**src/rtl/parking_gate_if.sv**
```systemverilog
// parking_gate_if
// Bundles every lane-facing signal of the parking_gate barrier controller.
// The parking_gate module connects through the slave modport. The master
// modport is for whatever drives the sensors and reads the barrier and event
// outputs (the occupancy side and the test bench).
// Signal summary (direction as seen by parking_gate):
//   timer_i                  minute of day, 0..1439
//   ent_loop_i / ext_loop_i  vehicle present at the entry / exit barrier
//   ent_uni_card_i / ext_uni_card_i  university card presented at a reader
//   ent_pass_i / ext_pass_i  pass sensor beyond the barrier
//   uni_is_vacated_space_i, is_vacated_space_i  vacancy flags
//   ent_barrier_open_o / ext_barrier_open_o  barrier drive, 1 = open
//   car_entered_o / car_exited_o             one-cycle event pulses
//   is_uni_car_enterd_o / is_uni_car_exited_o  university flag for a pulse
//   ent_reject_o             one-cycle refused-entry pulse
//   reject_cnt_o             wrapping count of refused entries
interface parking_gate_if;
    logic [31:0] timer_i;
    logic        ent_loop_i;
    logic        ext_loop_i;
    logic        ent_uni_card_i;
    logic        ext_uni_card_i;
    logic        ent_pass_i;
    logic        ext_pass_i;
    logic        uni_is_vacated_space_i;
    logic        is_vacated_space_i;
    logic        ent_barrier_open_o;
    logic        ext_barrier_open_o;
    logic        car_entered_o;
    logic        car_exited_o;
    logic        is_uni_car_enterd_o;
    logic        is_uni_car_exited_o;
    logic        ent_reject_o;
    logic [15:0] reject_cnt_o;

    modport master (
        output timer_i, ent_loop_i, ext_loop_i, ent_uni_card_i, ext_uni_card_i,
               ent_pass_i, ext_pass_i, uni_is_vacated_space_i, is_vacated_space_i,
        input  ent_barrier_open_o, ext_barrier_open_o, car_entered_o, car_exited_o,
               is_uni_car_enterd_o, is_uni_car_exited_o, ent_reject_o, reject_cnt_o
    );

    modport slave (
        input  timer_i, ent_loop_i, ext_loop_i, ent_uni_card_i, ext_uni_card_i,
               ent_pass_i, ext_pass_i, uni_is_vacated_space_i, is_vacated_space_i,
        output ent_barrier_open_o, ext_barrier_open_o, car_entered_o, car_exited_o,
               is_uni_car_enterd_o, is_uni_car_exited_o, ent_reject_o, reject_cnt_o
    );
endinterface

```
**src/rtl/parking_gate.sv**
```systemverilog
// parking_gate
// Entry/exit lane controller for the car park barriers. Each lane debounces
// its presence loop, makes one decision per car, drives its barrier and emits
// a one-cycle event (with a university flag) once the car has cleared the
// pass sensor. The entry lane admits only inside opening hours and only when
// the occupancy block reports a suitable vacancy; refusals are pulsed and
// counted.
// Ports:
//   clk   rising-edge clock
//   rst   synchronous active-high reset
//   gate  parking_gate_if slave modport carrying all lane signals
// Every output is a register that follows the lane state of the previous
// cycle, so barrier and event changes appear one cycle after the state moves.
module parking_gate #(
    parameter int DEBOUNCE_CYCLES = 4,
    parameter int OPEN_TIMEOUT    = 1000
) (
    input logic           clk,
    input logic           rst,
    parking_gate_if.slave gate
);

    localparam int DW = $clog2(DEBOUNCE_CYCLES) + 1;
    localparam int TW = $clog2(OPEN_TIMEOUT) + 1;
    localparam logic [DW-1:0] DEB_LAST = DW'(DEBOUNCE_CYCLES);
    localparam logic [TW-1:0] TO_LAST  = TW'(OPEN_TIMEOUT);
    localparam logic [31:0]   OPEN_FROM  = 32'd480;
    localparam logic [31:0]   OPEN_UNTIL = 32'd1200;

    typedef enum logic [2:0] {
        S_IDLE,
        S_DEBOUNCE,
        S_DECIDE,
        S_OPEN,
        S_PASSING,
        S_DONE,
        S_WAIT_CLEAR,
        S_REJECT
    } lane_state_t;

    lane_state_t     entState_q, extState_q;
    logic [DW-1:0]   entDeb_q, extDeb_q;
    logic [TW-1:0]   entTo_q, extTo_q;
    logic            entUni_q, extUni_q;
    logic            entBarrier_q, extBarrier_q;
    logic            carEntered_q, carExited_q;
    logic            uniEntered_q, uniExited_q;
    logic            entReject_q;
    logic [15:0]     rejectCnt_q;
    logic            admit;

    // Only the value presented while in DECIDE is ever acted upon.
    assign admit = (gate.timer_i >= OPEN_FROM) && (gate.timer_i < OPEN_UNTIL) &&
                   ((gate.ent_uni_card_i && gate.uni_is_vacated_space_i) ||
                    gate.is_vacated_space_i);

    // Entry lane. While both lanes sit in DONE the exit event goes first and
    // this lane waits in DONE, so the two events never coincide.
    always_ff @(posedge clk) begin
        if (rst) begin
            entState_q   <= S_IDLE;
            entDeb_q     <= '0;
            entTo_q      <= '0;
            entUni_q     <= 1'b0;
            entBarrier_q <= 1'b0;
            carEntered_q <= 1'b0;
            uniEntered_q <= 1'b0;
            entReject_q  <= 1'b0;
            rejectCnt_q  <= '0;
        end else begin
            entBarrier_q <= 1'b0;
            carEntered_q <= 1'b0;
            uniEntered_q <= 1'b0;
            entReject_q  <= 1'b0;
            case (entState_q)
                S_IDLE: begin
                    if (gate.ent_loop_i) begin
                        entState_q <= S_DEBOUNCE;
                        entDeb_q   <= DW'(1);
                    end
                end
                S_DEBOUNCE: begin
                    if (!gate.ent_loop_i) begin
                        entState_q <= S_IDLE;
                    end else if (entDeb_q == DEB_LAST) begin
                        entState_q <= S_DECIDE;
                    end else begin
                        entDeb_q <= entDeb_q + 1'b1;
                    end
                end
                S_DECIDE: begin
                    entUni_q <= gate.ent_uni_card_i;
                    entTo_q  <= '0;
                    entState_q <= admit ? S_OPEN : S_REJECT;
                end
                S_OPEN: begin
                    entBarrier_q <= 1'b1;
                    // A pass seen on the terminal count still counts as a car.
                    if (gate.ent_pass_i) begin
                        entState_q <= S_PASSING;
                    end else if (entTo_q == TO_LAST) begin
                        entState_q <= S_WAIT_CLEAR;
                    end else begin
                        entTo_q <= entTo_q + 1'b1;
                    end
                end
                S_PASSING: begin
                    entBarrier_q <= 1'b1;
                    if (!gate.ent_pass_i) begin
                        entState_q <= S_DONE;
                    end
                end
                S_DONE: begin
                    if (extState_q != S_DONE) begin
                        carEntered_q <= 1'b1;
                        uniEntered_q <= entUni_q;
                        entState_q   <= S_WAIT_CLEAR;
                    end
                end
                S_REJECT: begin
                    entReject_q <= 1'b1;
                    rejectCnt_q <= rejectCnt_q + 1'b1;
                    entState_q  <= S_WAIT_CLEAR;
                end
                S_WAIT_CLEAR: begin
                    if (!gate.ent_loop_i) begin
                        entState_q <= S_IDLE;
                    end
                end
                default: entState_q <= S_IDLE;
            endcase
        end
    end

    // Exit lane: same sequence as entry but every car is let out at any hour.
    always_ff @(posedge clk) begin
        if (rst) begin
            extState_q   <= S_IDLE;
            extDeb_q     <= '0;
            extTo_q      <= '0;
            extUni_q     <= 1'b0;
            extBarrier_q <= 1'b0;
            carExited_q  <= 1'b0;
            uniExited_q  <= 1'b0;
        end else begin
            extBarrier_q <= 1'b0;
            carExited_q  <= 1'b0;
            uniExited_q  <= 1'b0;
            case (extState_q)
                S_IDLE: begin
                    if (gate.ext_loop_i) begin
                        extState_q <= S_DEBOUNCE;
                        extDeb_q   <= DW'(1);
                    end
                end
                S_DEBOUNCE: begin
                    if (!gate.ext_loop_i) begin
                        extState_q <= S_IDLE;
                    end else if (extDeb_q == DEB_LAST) begin
                        extState_q <= S_DECIDE;
                    end else begin
                        extDeb_q <= extDeb_q + 1'b1;
                    end
                end
                S_DECIDE: begin
                    extUni_q   <= gate.ext_uni_card_i;
                    extTo_q    <= '0;
                    extState_q <= S_OPEN;
                end
                S_OPEN: begin
                    extBarrier_q <= 1'b1;
                    if (gate.ext_pass_i) begin
                        extState_q <= S_PASSING;
                    end else if (extTo_q == TO_LAST) begin
                        extState_q <= S_WAIT_CLEAR;
                    end else begin
                        extTo_q <= extTo_q + 1'b1;
                    end
                end
                S_PASSING: begin
                    extBarrier_q <= 1'b1;
                    if (!gate.ext_pass_i) begin
                        extState_q <= S_DONE;
                    end
                end
                S_DONE: begin
                    carExited_q <= 1'b1;
                    uniExited_q <= extUni_q;
                    extState_q  <= S_WAIT_CLEAR;
                end
                S_WAIT_CLEAR: begin
                    if (!gate.ext_loop_i) begin
                        extState_q <= S_IDLE;
                    end
                end
                default: extState_q <= S_IDLE;
            endcase
        end
    end

    assign gate.ent_barrier_open_o  = entBarrier_q;
    assign gate.ext_barrier_open_o  = extBarrier_q;
    assign gate.car_entered_o       = carEntered_q;
    assign gate.car_exited_o        = carExited_q;
    assign gate.is_uni_car_enterd_o = uniEntered_q;
    assign gate.is_uni_car_exited_o = uniExited_q;
    assign gate.ent_reject_o        = entReject_q;
    assign gate.reject_cnt_o        = rejectCnt_q;

endmodule

```
**src/flat_wrapper.sv**
```systemverilog
// flat-port wrapper written by rule: the top's interface ports become plain ports
module parking_gate_flat 
#(
    parameter int DEBOUNCE_CYCLES = 4,
    parameter int OPEN_TIMEOUT    = 1000
)
  (clk, rst, gate_timer_i, gate_ent_loop_i, gate_ext_loop_i, gate_ent_uni_card_i, gate_ext_uni_card_i, gate_ent_pass_i, gate_ext_pass_i, gate_uni_is_vacated_space_i, gate_is_vacated_space_i, gate_ent_barrier_open_o, gate_ext_barrier_open_o, gate_car_entered_o, gate_car_exited_o, gate_is_uni_car_enterd_o, gate_is_uni_car_exited_o, gate_ent_reject_o, gate_reject_cnt_o);
  parking_gate_if gate_i ();
  input logic clk;
  input logic rst;
  input wire logic [$bits(gate_i.timer_i)-1:0] gate_timer_i;
  input wire logic [$bits(gate_i.ent_loop_i)-1:0] gate_ent_loop_i;
  input wire logic [$bits(gate_i.ext_loop_i)-1:0] gate_ext_loop_i;
  input wire logic [$bits(gate_i.ent_uni_card_i)-1:0] gate_ent_uni_card_i;
  input wire logic [$bits(gate_i.ext_uni_card_i)-1:0] gate_ext_uni_card_i;
  input wire logic [$bits(gate_i.ent_pass_i)-1:0] gate_ent_pass_i;
  input wire logic [$bits(gate_i.ext_pass_i)-1:0] gate_ext_pass_i;
  input wire logic [$bits(gate_i.uni_is_vacated_space_i)-1:0] gate_uni_is_vacated_space_i;
  input wire logic [$bits(gate_i.is_vacated_space_i)-1:0] gate_is_vacated_space_i;
  output wire logic [$bits(gate_i.ent_barrier_open_o)-1:0] gate_ent_barrier_open_o;
  output wire logic [$bits(gate_i.ext_barrier_open_o)-1:0] gate_ext_barrier_open_o;
  output wire logic [$bits(gate_i.car_entered_o)-1:0] gate_car_entered_o;
  output wire logic [$bits(gate_i.car_exited_o)-1:0] gate_car_exited_o;
  output wire logic [$bits(gate_i.is_uni_car_enterd_o)-1:0] gate_is_uni_car_enterd_o;
  output wire logic [$bits(gate_i.is_uni_car_exited_o)-1:0] gate_is_uni_car_exited_o;
  output wire logic [$bits(gate_i.ent_reject_o)-1:0] gate_ent_reject_o;
  output wire logic [$bits(gate_i.reject_cnt_o)-1:0] gate_reject_cnt_o;
  assign gate_i.timer_i = gate_timer_i;
  assign gate_i.ent_loop_i = gate_ent_loop_i;
  assign gate_i.ext_loop_i = gate_ext_loop_i;
  assign gate_i.ent_uni_card_i = gate_ent_uni_card_i;
  assign gate_i.ext_uni_card_i = gate_ext_uni_card_i;
  assign gate_i.ent_pass_i = gate_ent_pass_i;
  assign gate_i.ext_pass_i = gate_ext_pass_i;
  assign gate_i.uni_is_vacated_space_i = gate_uni_is_vacated_space_i;
  assign gate_i.is_vacated_space_i = gate_is_vacated_space_i;
  assign gate_ent_barrier_open_o = gate_i.ent_barrier_open_o;
  assign gate_ext_barrier_open_o = gate_i.ext_barrier_open_o;
  assign gate_car_entered_o = gate_i.car_entered_o;
  assign gate_car_exited_o = gate_i.car_exited_o;
  assign gate_is_uni_car_enterd_o = gate_i.is_uni_car_enterd_o;
  assign gate_is_uni_car_exited_o = gate_i.is_uni_car_exited_o;
  assign gate_ent_reject_o = gate_i.ent_reject_o;
  assign gate_reject_cnt_o = gate_i.reject_cnt_o;
  parking_gate #(.DEBOUNCE_CYCLES(DEBOUNCE_CYCLES), .OPEN_TIMEOUT(OPEN_TIMEOUT)) u_core (.clk(clk), .rst(rst), .gate(gate_i));
endmodule
```
**config.mk**
```make
export PLATFORM = sky130hd
export DESIGN_NAME = parking_gate_flat
export DESIGN_NICKNAME = d
export VERILOG_FILES = /design/src/rtl/parking_gate_if.sv /design/src/rtl/parking_gate.sv /design/src/flat_wrapper.sv
export SDC_FILE = /design/constraint.sdc
export NUM_CORES = 1
export LEC_CHECK = 0
export CAP_MARGIN = 0
export CORE_MARGIN = 2
export CORE_UTILIZATION = 30
export DETAILED_ROUTE_END_ITERATION = 10
export DONT_BUFFER_PORTS = 1
export GPL_TIMING_DRIVEN = 0
export PLACE_DENSITY = 0.41
export REMOVE_ABC_BUFFERS = 1
export SYNTH_ARGS = -nofsm -noshare
export SYNTH_HDL_FRONTEND = slang
export SYNTH_SLANG_ARGS = --single-unit
```
**constraint.sdc**
```tcl
create_clock -name clk -period 2.7 [get_ports clk]
set_clock_uncertainty 0.05 [all_clocks]
set_input_delay 0.405 -clock clk [delete_from_list [all_inputs] [get_ports clk]]
set_output_delay 0.405 -clock clk [all_outputs]
set_load 0.01 [all_outputs]
```
==> out/metrics.yaml <==
run_status:
  status: "completed"
clocking:
  path_clk_slew_ns: 0.07
  h-tree-depth: 3
  cts.path.max_buffers: 2
  clock-root-buffer: "clkbuf_8"
  postCtsSetupBuffers: 0
  clock_latency_ns: 0.33
  cts_tree: "done"
  postCtsHoldBufs: 0
  cts_buffers: 9
  clock_sinks: 59
  post_cts_resized: 0
floorplan:
  die_x_um: 102.7
  initial_core_util_pct: 30.48
  io_pins: 65
  die-area_um2: 10550
  fp.dieH_um: 102.7
  core_region_area_um2: 9594
  row_count: 36
synthesis:
  synth.distinct_cells: 56
  synth-main-ff-cell: "dfxtp_1"
  synth_fa_ha_area_share_pct: 3.851
  yosys.area_share.simple_pct: 28.54
  syn-cell-area_um2: 2924
  synthArstFlopShare_pct: 0
  synth_edf_count: 0
  synth_top_family_by_area: "simple AND/OR/NAND/NOR gates"
  syn_area_per_cell_um2: 8.214
  synth-xor-area-share_pct: 7.488
  ys_seq_elements: 59
  syn_inst: 356
  synth-compound-area-share_pct: 14.89
  ys_seq_area_share_pct: 40.39
  yosys_warnings: 0
  muxShareOfSynthArea_pct: 0.6846
sta:
  tightest_slew_ns: 0.6815
  setup_tns_ns: 0
  final-setup-viol-count: 0
  rsz0062_at_grt: "false"
  fmax_ghz: 0.4869
  setup_ws_ns: 0.6463
  period_share_pct: 76.06
  period_needed_ns: 2.054
  slew_headroom_pct: 54.07
  finalHoldViolCount: 0
  maxSlewViolCount: 0
detailed_routing:
  wl_met2_um: 2858
  top_layer: "met4"
  vias_per_cell: 4.860
  drc_errors: 0
  num_vias: 2396
  wl_met3_um: 275
  totalWireLength_um: 6243
  wl_met1_um: 3039
  drt-pass1-iter-count: 4
  wire_per_inst_um: 12.66
  drtIter0Drc: 29
  antenna_left: 0
final_layout:
  layout-drive-gt1-share_pct: 7.500
  final_common_cell: "dfxtp_1"
  syn_to_final_growth_pct: 10.14
  fin_util_pct: 33.57
  nNetsFinal: 406
  diodes: 0
  seqCellArea_um2: 1181
  layout_common_cells: "dfxtp_1, nor2_1, a21oi_1"
  stdcell_count: 493
  num-fill-cells: 1043
  multiInputGateArea_um2: 1622
power_and_ir_drop:
  combPwrFrac_pct: 8.0
  p_clk_share_pct: 40.2
  power_density_nw_per_um2: 566.1
  irDropWorstVdd_mv: 0.1869
  power_switching_uw: 484.5
  power.internal_uw: 1339
  switching_share_pct: 26.58
  p_total_uw: 1823
  leakage_uw: 0.001061
  seqPwrFrac_pct: 51.8
global_routing:
  grt_pass1_vias: 2349
  grt_pass1_wl_um: 10640
  track_usage_pct: 12.74
  grt.overflow.total: 0
  antenna_found_initial: 0
  grt_max_degree: 40
setup_path:
  cp.arrival_ns: 2.19
  crit_path_end_kind: "flip-flop"
  rrSetupSlack_ns: 0.65
  critPathKind: "flip-flop to flip-flop"
  startpoint: "u_core.entState_q[1]"
  crit_path_start_kind: "flip-flop"
  cp.required_ns: 2.84
  r2r-start: "u_core.entState_q[1]"
  cp_max_fo: 15
placement:
  place_inst: 477
  dp_slack_ns: 0.6389
  io_buffers: 0
  hpwl_um: 4351
  gp_congestion: 0.7449
hold_path:
  hold_start: "rst"
  hold_path_class: "input pin to flip-flop"
flow_run:
  cap_violations: 0
[area by class of cell]
| class | instances | share of cell area (%) |
|---|---|---|
| Tap cell | 133 | 5.167 |
| Clock buffer | 12 | 4.817 |
| Sequential cell | 59 | 36.67 |
| Clock inverter | 4 | 0.7770 |
| Inverter | 19 | 2.214 |
| Multi-Input combinational cell | 266 | 50.35 |
[per-layer routing]
layer  vias up  track usage (%)
met4         0            5.846
met2        33            19.91
met5         -                0
li1       1251                -
met3         7            3.864
met1      1105            16.14
[state kept, by name (all words and copies together), names as in the netlist, 3 cells and up]
register / flops
u_core.entDeb_q: 3
u_core.extTo_q: 11
u_core.entState_q: 3
u_core.extDeb_q: 3
u_core.extState_q: 3
u_core.entTo_q: 11
u_core.gate.reject_cnt_o: 16
[power groups by stage]
stage	registers [uW]	clock network [uW]	logic, uW
final	944	733	146
after global routing	952	810	170
after CTS	944	778	147
after detailed placement	965	0	147
after global placement	966	0	147
after floorplan	949	0	122
[through the flow]
| stage | instance area, um^2 | hold WS (ns) |
|---|---|---|
| after floorplan | 2874 | 0.3729 |
| after global placement | 3040 | 0.3919 |
| after detailed placement | 3040 | 0.3922 |
| after CTS | 3221 | 0.06009 |
| after global routing | 3221 | 0.05954 |
| final | 3221 | 0.08575 |
[final timing paths]
path | cells past startpoint | end
hold / removal | 1 | u_core.gate.reject_cnt_o[15]
hold reg to reg | 1 | u_core.gate.is_uni_car_enterd_o
setup / recovery | 5 | u_core.entTo_q[7]
setup reg to reg | 5 | u_core.entTo_q[7]
[cells in the mapped netlist, types with 2 or more instances]
library cell	count	share of area (%)
a21oi_1	26	4.4
xor2_1	8	2.4
xnor2_1	17	5.1
nand2_1	22	2.8
nor2b_1	5	1.1
a311oi_1	2	0.60
nand3b_1	2	0.51
mux2i_1	2	0.68
or3_1	9	1.9
nor4_1	5	1.1
nand4bb_1	2	0.77
nor3_1	16	2.7
and2_1	2	0.43
a211oi_1	2	0.51
ha_1	9	3.9
nand4_1	10	2.1
o21a_1	2	0.51
nor2_1	55	7.1
nand3_1	12	2.1
buf_2	3	0.51
a31oi_1	2	0.43
o21ai_0	18	3.1
o21ai_1	2	0.34
inv_1	19	2.4
nand2b_1	2	0.43
and4bb_2	2	0.86
clkbuf_1	8	1.0
dfxtp_1	59	40
and3_1	6	1.3
[cells by family (layout without fill, tap and decap cells)]
family / after synthesis / after routing
flops: 59 / 59
xor+xnor: 25 / 25
fa+ha+maj: 9 / 9
mux: 2 / 2
simple gates: 160 / 160
buf+inv: 31 / 35
compound gates: 70 / 70
[worst max-delay path: stages, from the launching register on]
cell and delay, ns:
dfxtp_1 0.58, nor3b_2 0.41, o2111ai_1 0.33, nor3_1 0.33, xnor2_1 0.15, nor2_1 0.06
Power figures use the tool's default switching activity.
